$ cat src/rtl/if_fetch.sv
// if_fetch: program counter, instruction memory addressing and IF/ID register with stall, redirect and halt
module if_fetch #(
    parameter int AW = 16,
    parameter int IW = 32,
    parameter int MEM_DEPTH = 1024,
    parameter logic [IW-1:0] HALT_INSTR = 32'hFFFF_FFFF,
    parameter int CW = 32
) (
    input  logic          clk,
    input  logic          rst,
    input  logic          stall,
    input  logic          redirect_valid,
    input  logic [AW-1:0] redirect_pc,
    output logic [AW-1:0] imem_addr,
    output logic          imem_wen,
    input  logic [IW-1:0] imem_rdata,
    output logic [IW-1:0] instr_out,
    output logic [AW-1:0] pc_out,
    output logic          valid_out,
    output logic          halted,
    output logic [CW-1:0] fetch_count
);
    localparam logic [AW-1:0] MASK = AW'(MEM_DEPTH - 1);
    typedef enum logic {RUN, HALTED} state_t;
    state_t        state_q;
    logic [AW-1:0] pc_q, pc_inc, rpc, pc_out_q;
    logic [IW-1:0] instr_q;
    logic          valid_q, halted_q;
    logic [CW-1:0] cnt_q;
    assign pc_inc = (pc_q + AW'(1)) & MASK;
    assign rpc = redirect_pc & MASK;
    assign imem_wen = 1'b0;
    assign instr_out = instr_q;
    assign pc_out = pc_out_q;
    assign valid_out = valid_q;
    assign halted = halted_q;
    assign fetch_count = cnt_q;
    // Address the memory so that next cycle's rdata matches the next pc
    always_comb begin
        imem_addr = rst ? '0 : redirect_valid ? rpc : (stall || state_q == HALTED) ? pc_q : pc_inc;
    end
    // Fetch FSM: redirect beats stall, stall freezes everything, halt stops capture
    always_ff @(posedge clk) begin
        if (rst) begin
            state_q  <= RUN;
            pc_q     <= '0;
            instr_q  <= '0;
            pc_out_q <= '0;
            valid_q  <= 1'b0;
            halted_q <= 1'b0;
            cnt_q    <= '0;
        end else if (redirect_valid) begin
            state_q  <= RUN;
            pc_q     <= rpc;
            valid_q  <= 1'b0;
            halted_q <= 1'b0;
        end else if (stall) begin
            halted_q <= state_q == HALTED;
        end else if (state_q == HALTED) begin
            valid_q  <= 1'b0;
            halted_q <= 1'b1;
        end else begin
            instr_q  <= imem_rdata;
            pc_out_q <= pc_q;
            valid_q  <= 1'b1;
            cnt_q    <= cnt_q + CW'(1);
            pc_q     <= pc_inc;
            if (imem_rdata == HALT_INSTR) state_q <= HALTED;
        end
    end
endmodule

$ cat config.mk
export PLATFORM = sky130hd
export DESIGN_NAME = if_fetch
export DESIGN_NICKNAME = d
export VERILOG_FILES = /design/src/rtl/if_fetch.sv
export SDC_FILE = /design/constraint.sdc
export NUM_CORES = 1
export LEC_CHECK = 0
export CORE_UTILIZATION = 40
export DETAILED_ROUTE_END_ITERATION = 10
export GPL_TIMING_DRIVEN = 0
export HOLD_SLACK_MARGIN = 0.08
export PLACE_DENSITY = 0.74
export SLEW_MARGIN = 25
export SYNTH_ARGS = -nofsm -noshare
export SYNTH_HDL_FRONTEND = slang
export SYNTH_SLANG_ARGS = --single-unit
$ cat constraint.sdc
create_clock -name clk -period 6.4 [get_ports clk]
set_input_delay 1.28 -clock clk [delete_from_list [all_inputs] [get_ports clk]]
set_output_delay 1.28 -clock clk [all_outputs]
set_load 0.01 [all_outputs]
Yosys cells after proc, flatten, opt, wreduce, memory -nomap -nowiden
Cells that the tools add are included.
{"block": "word_totals", "reg_bits": 87, "latch_bits": 0, "ram_bits": 0, "romBits": 0, "input_bits": 52, "out_inout_bits": 99, "n_memories": 0}
{"block": "op_classes", "add_sub_neg": 2, "n_mul": 0, "n_div": 0, "magnitude_cmp": 0, "eq_ne": 3, "shifts": 0, "muxes": 11, "bitwise": 3, "n_reduce_logical": 5}
{"operator": "10-bit 2-to-1 mux", "count": 6}
{"operator": "32-bit by 1-bit adder with 32-bit output (second input constant)", "count": 1}
{"operator": "32-bit == test (second input constant)", "count": 1}
{"operator": "10-bit by 1-bit adder with 10-bit output (second input constant)", "count": 1}
{"operator": "1-bit 2-to-1 mux", "count": 5}
{"operator": "1-bit inverter", "count": 3}
{"operator": "3-bit AND reduction", "count": 1}
{"operator": "2-bit by 1-bit != test with 1-bit output (second input constant)", "count": 1}
{"operator": "2-bit != test (second input constant)", "count": 1}
{"operator": "2-bit AND reduction", "count": 1}
{"operator": "2-bit nonzero test", "count": 1}
{"operator": "2-bit OR reduction", "count": 1}
{"operator": "1-bit logical OR", "count": 1}

Longest topological paths before layout
Gate-level depths: netlist of run 1.
{"block": "logic_depth", "depth_word": 4, "ltp_mapped": 7}

Worst setup path after synthesis of run 1
OpenSTA, ideal clock, no wires.
{"block": "synth_timing", "path_kind": "input to output", "startpoint": "input stall", "endpoint": "output imem_addr[5]", "t_arrival_ns": 2.873, "required_time_ns": 5.120, "slack_ns": 2.247, "stages": 5, "n_path_buf": 1, "cell_sequence": "buf_6 or4bb_2 or2_2 xor2_1 a211oi_1"}
{"block": "synth_via", "elab_chain_len": 4}
{"element": "from (decl)", "line": "11", "rtl": "input logic stall,"}
{"element": "1-bit logical OR", "line": "40", "rtl": "imem_addr = rst ? '0 : redirect_valid ? rpc : (stall || state_q == HALTED) ? pc_q : pc_inc;"}
{"element": "10-bit 2-to-1 mux (3 in a row)", "line": "40"}
{"element": "to (decl)", "line": "14", "rtl": "output logic [AW-1:0] imem_addr,"}
No other way between the ends.

Worst setup path in the final report of run 1
{"block": "layout_timing", "startpoint": "input redirect_valid", "endpoint": "output imem_addr[7]"}
{"block": "layout_via", "elab_chain_len": 2}
{"element": "from (decl)", "line": "12", "rtl": "input logic redirect_valid,"}
{"element": "10-bit 2-to-1 mux (2 in a row)", "line": "40"}
No other way between the ends.

==> metrics, run 1 <==
outcome=completed; post-synth top area share=0.449; DRT antenna net count=0; wire length of the first global-routing pass=18.1 mm; starting density of the core=0.416; Yosys cell types=38; sequential fraction of design power=0.504; Synth area leader=dfxtp_1; CP cell instances=clkdlybuf4s50_1 -> inv_2 -> clkbuf_1 -> o21bai_1 -> a21oi_1 -> clkdlybuf4s50_1; CP most frequent cell=clkdlybuf4s50_1; Resized cells post-CTS=0; Compound-Gate Fraction of Synth Area=0.153; max-slew violations=0; Comb pwr share=0.128; synth top area cells=dfxtp_1 (45%), nand2_1 (10%), a21oi_1 (8.4%), or4_1 (3.5%), nand4_1 (2.6%); WHS=457 ps; critical path data arrival time=3400 ps; NetSw=0.283 mW; fmax=214 MHz; warnings from Yosys=0; CTS Buf Count=9; Critical Path Start=redirect_valid; RD Place Congestion=0.830; CTS H-tree depth=3; Simple-Gate Fraction of Synth Area=0.272; CTS Root Cell=clkbuf_8; slowest stage delay, CP=590 ps; post-CTS setup buffer count=0; area grow syn2layout=44.0%; PD cells=203 nW/µm²; remaining global-route overflow=0; delay-heaviest family, CP=buffers and inverters; slowest CP cell=clkdlybuf4s50_1; antenna violations before repair=0; Worst Setup Path Type=input port to output port; fin area=5590 µm²; CTS tree=built; clock buffer depth=2; row count=35; Final TNS setup=0 ps; dpl ws=1730 ps; Antenna diodes=0; Slew @ Worst Pin=606 ps; Leak=1.86 nW; 1st-pass router iterations=5; maximum vdd drop=112 µV; hold_sp=instr_out[19]; core area=9330 µm²; io pins=151; Synth Area in Adders=0.00645; Finish-stage setup viols=0; fraction of registers with async set or reset after synthesis=0; Post-DP Area=5380 µm²; vias in the first global route=3,729; die area=10,100 µm²; main combinational cell family by area after synthesis=simple AND/OR/NAND/NOR gates; Final Critical Period=4680 ps; worst r2r src=state_q; worst skew pair latency=350 ps; IO Port Bufs=129; relative slew slack=0.593; mux share of post-synthesis cell area=0.0142; final-stage net count=688; drt wl/cell=14.5 µm; post-synthesis sequential area ratio=0.449; Fin. Hold Viols=0; final worst setup slack=1720 ps; Final Skew=5.28 ps; Synth Cell Area=3880 µm²; clk sink count=87; number of synthesized flops with an enable pin=0; DR DRC count=0; DRT iter0 DRCs=155; Critical Path End Type=output port; max-cap viol count=0; Via Count=4,012; P_int=0.851 mW; clock power share=0.368; Total Routing Usage GR=0.225; Avg Cell Area, Syn=8.04 µm²; CP bufs+invs=4; share of cells above drive strength 1=0.0643; Gate Count Post-Synth=482; clk slew on worst S/H paths=90 ps; Final HPWL DP=8.38 mm; Post-synth top flop=dfxtp_1; Seq cells post-synth=87; filler-free cell count of the finished design=767; Post-Synth XOR/XNOR Area=0.0384; Hold Crit Class=flip-flop to flip-flop; Vias per Instance=5.23; total power=1.13 mW; Max FO, Critical Path=10; largest net degree at the start of global routing=15; Setup crit start kind=input port; Die Y-Extent=100 µm; placed cell count=752; Hold Buf Count CTS=0; Routed WL=11.1 mm; Net Sw Frac=0.250; Req. time, crit path=5120 ps; RSZ-0062 raised after global routing=no; Die Wd=100 µm; Final Util=0.599; Final Cycle Share=0.732
metal layers:
metal | wire length, µm | track usage | up-vias
li1 | - | - | 1980
met2 | 5390 | 0.384 | 146
met4 | 124 | 0.0647 | 0
met1 | 4740 | 0.278 | 1872
met3 | 889 | 0.0617 | 14
met5 | 0 | 0 | -
power groups by stage:
stage	clock network [mW]	registers, mW	logic [mW]
after floorplan	0	0.586	0.0611
after global placement	0	0.583	0.143
after detailed placement	0	0.583	0.145
after CTS	0.422	0.571	0.146
after global routing	0.443	0.573	0.160
final	0.417	0.571	0.145
cells in the mapped netlist (2+ instances only):
master      n
o21ai_0     8
mux2_2      3
or3_1       7
clkbuf_1   22
buf_4      13
xnor2_1    10
a311oi_1    4
o31ai_1    12
or3_2       2
nor2b_1     4
buf_1       3
or4_1      18
nand4_1    16
nor2_1     26
and4_1      5
ha_1        2
nand3_1    15
a211oi_1   12
dfxtp_1    87
xor2_1      7
buf_6       2
nor3_1     11
nor4_1      5
inv_1       8
nand2_1   103
a21oi_1    65
cell usage in the layout (no fill, tap or decap), types with 9 or more instances in the layout:
cell type        count
clkdlybuf4s50_1    129
a21oi_1             65
dfxtp_1             87
clkbuf_8             9
nand2_1            103
conb_1              13
nand3_1             15
nand4_1             16
nor2_1              26
or4_1               18
buf_4               13
o31ai_1             12
nor3_1              11
xnor2_1             10
a211oi_1            12
clkbuf_1            22
logic make-up (layout without fill, tap and decap cells):
family                     count (synthesis)  in the layout
other                                      1             13
xor gates and xnor gates                  17             17
adders and majority gates                  2              2
and+or+nand+nor                          217            217
DFF                                       87             87
muxes                                      5              5
AOI/OAI and AO/OA                        103            103
buffers and inverters                     50            194
path summary, 6_finish.rpt:
path	cells past startpoint	to	slack, ps
worst min register to register	2	instr_out[19]	460
worst max-delay path	6	imem_addr[7]	1720
worst max register to register	5	fetch_count[28]	4040
worst min-delay path	2	instr_out[19]	460
area by class of cell:
type | count | area, µm²
clock inverters | 6 | 86.3
multi-input cells | 357 | 1930
fillers | 905 | 3740
clock buffers | 9 | 124
repair buffers | 129 | 1290
inverters | 9 | 33.8
well taps | 129 | 161
flip-flops and latches | 87 | 1740
plain buffers | 41 | 219
worst reg2reg max path: stages (launching register included):
cell     delay (ps)
dfxtp_1         400
or4b_4          590
or4_1           400
buf_2           180
nor4_1          350
mux2_1          350
registers in the layout (all words and copies together), names as in the netlist:
signal and cells:
pc_out 10, valid_out 1, instr_out 32, pc_q 10
state_q 1, halted 1, fetch_count 32
Power figures use the tool's default switching activity.
==> inputs of run 2 (changes only) <==
--- a/config.mk
+++ b/config.mk
@@ -9,7 +9,7 @@
 export DETAILED_ROUTE_END_ITERATION = 10
 export GPL_TIMING_DRIVEN = 0
 export HOLD_SLACK_MARGIN = 0.08
-export PLACE_DENSITY = 0.74
+export PLACE_DENSITY = 0.77
 export SLEW_MARGIN = 25
 export SYNTH_ARGS = -nofsm -noshare
 export SYNTH_HDL_FRONTEND = slang
==> constraint.sdc (replaced) <==
create_clock -name clk -period 4.25 [get_ports clk]
set_input_delay 0.85 -clock clk [delete_from_list [all_inputs] [get_ports clk]]
set_output_delay 0.85 -clock clk [all_outputs]
set_load 0.01 [all_outputs]
==> run 2 against run 1 <==
Effect of this change: flip-flop and latch count did not move; worst setup slack got worse by 1300 ps; combinational power up 53%; count of clock-buffer cells in the layout rose by 2; via count increased by 0.50%; clock power is 59% higher; critical path depth did not move; utilization up 0.23 points; sequential power up 51%; global-route usage grew 0.25 points.
==> metrics, run 2 (synthesis results as in run 1) <==
clk slew on worst S/H paths=80 ps; Reg area=1740 µm²; remaining global-route overflow=0; most frequent cells in the layout=clkdlybuf4s50_1 (129), nand2_1 (103), dfxtp_1 (87); fin area=5610 µm²; PD cells=311 nW/µm²; vias in the first global route=3,908; outcome=completed; Final Cycle Share=0.907; CTS Buf Count=9; clock buffer depth=2; Max FO, Critical Path=10; area grow syn2layout=44.6%; DRT iter0 DRCs=109; row count=35; final worst setup slack=394 ps; antenna violations before repair=0; Resized cells post-CTS=0; worst skew pair latency=360 ps; CP most frequent cell=clkdlybuf4s50_1; Worst Setup Path Type=input port to output port; RSZ-0062 raised after global routing=no; slowest stage delay, CP=580 ps; dpl ws=395 ps; CTS tree=built; Routed WL=11.4 mm; Total Routing Usage GR=0.228; Setup crit start kind=input port; CP cell instances=clkdlybuf4s50_1 -> inv_2 -> clkbuf_1 -> nor2_1 -> a211oi_1 -> clkdlybuf4s50_1; clk sink count=87; starting density of the core=0.416; Final HPWL DP=8.58 mm; max-slew violations=0; Critical Path End Type=output port; Req. time, crit path=3400 ps; Die Wd=100 µm; io pins=151; CTS Root Cell=clkbuf_8; area of the multi-input gates=1930 µm²; Via Count=4,032; final-stage net count=688; DR DRC count=0; maximum vdd drop=197 µV; critical path data arrival time=3010 ps; RD Place Congestion=0.878; relative slew slack=0.607; max-cap viol count=0; Die Y-Extent=100 µm; Vias per Instance=5.25; Final TNS setup=0 ps; DRT antenna net count=0; Post-DP Area=5380 µm²; largest net degree at the start of global routing=15; Fin. Hold Viols=0; Final Skew=11.4 ps; Hold Buf Count CTS=0; Final Critical Period=3860 ps; Slew @ Worst Pin=586 ps; core area=9330 µm²; drt wl/cell=14.8 µm; die area=10,100 µm²; fill count=857; 1st-pass router iterations=4; leading cell type in the layout, fill and taps excluded=clkdlybuf4s50_1; Antenna diodes=0; CTS H-tree depth=3; post-CTS setup buffer count=0; slowest CP cell=clkdlybuf4s50_1; Final Util=0.601; share of cells above drive strength 1=0.0657; Finish-stage setup viols=0; wire length of the first global-routing pass=18.1 mm; IO Port Bufs=129; Leak=1.87 nW; Hold Crit Class=flip-flop to flip-flop; fmax=259 MHz
-- run 2: final cells by class --
| type | instances | area share |
|---|---|---|
| timing repair buffer | 129 | 0.230 |
| buffer | 41 | 0.0391 |
| tap | 129 | 0.0288 |
| multi-input combinational | 357 | 0.344 |
| clock buffer | 11 | 0.0270 |
| sequential | 87 | 0.311 |
| inverter | 9 | 0.00603 |
| clock inverter | 5 | 0.0143 |
-- run 2: through the flow --
| step | power (mW) | hold WS [ps] | instances |
|---|---|---|---|
| floorplan | 0.975 | 444 | 494 |
| global placement | 1.09 | 441 | 752 |
| detailed placement | 1.10 | 449 | 752 |
| CTS | 1.75 | 462 | 768 |
| global route | 1.81 | 475 | 768 |
| finish | 1.74 | 462 | 768 |
-- run 2: final timing paths --
| check | endpoint | slack, ps | start | cells past startpoint |
|---|---|---|---|---|
| min | pc_out[8] | 460 | pc_out[8] | 2 |
| max | imem_addr[8] | 390 | redirect_valid | 6 |
| min reg2reg | pc_out[8] | 460 | pc_out[8] | 2 |
| max reg2reg | fetch_count[28] | 1900 | fetch_count[2] | 5 |
-- run 2: power by group --
part | total, mW | leakage, nW | switching [mW] | internal [mW]
Sequential | 0.861 | 0.708 | 0.0206 | 0.840
Combinational | 0.222 | 1.05 | 0.107 | 0.114
Clock | 0.662 | 0.112 | 0.300 | 0.362
-- run 2: metal layers --
layer  up-vias  routed length, µm  GRT usage
li1       1979                  -          -
met1      1905               4910      0.268
met2       131               5530      0.390
met3        17                723     0.0624
met4         0                200     0.0948
met5         -                  0          0
-- run 2: worst max-delay path, delay by kind of cell --
| family | cells | cell delay [ps] |
|---|---|---|
| buffers and inverters | 4 | 1800 |
| and+or+nand+nor | 1 | 120 |
| AOI/OAI and AO/OA | 1 | 220 |
==> inputs of run 3 (changes only) <==
--- a/config.mk
+++ b/config.mk
@@ -14,3 +14,4 @@
 export SYNTH_ARGS = -nofsm -noshare
 export SYNTH_HDL_FRONTEND = slang
 export SYNTH_SLANG_ARGS = --single-unit
+export TNS_END_PERCENT = 5
==> results of run 3 <==
The final DEF is identical to that of run 2; final timing and power are the same.
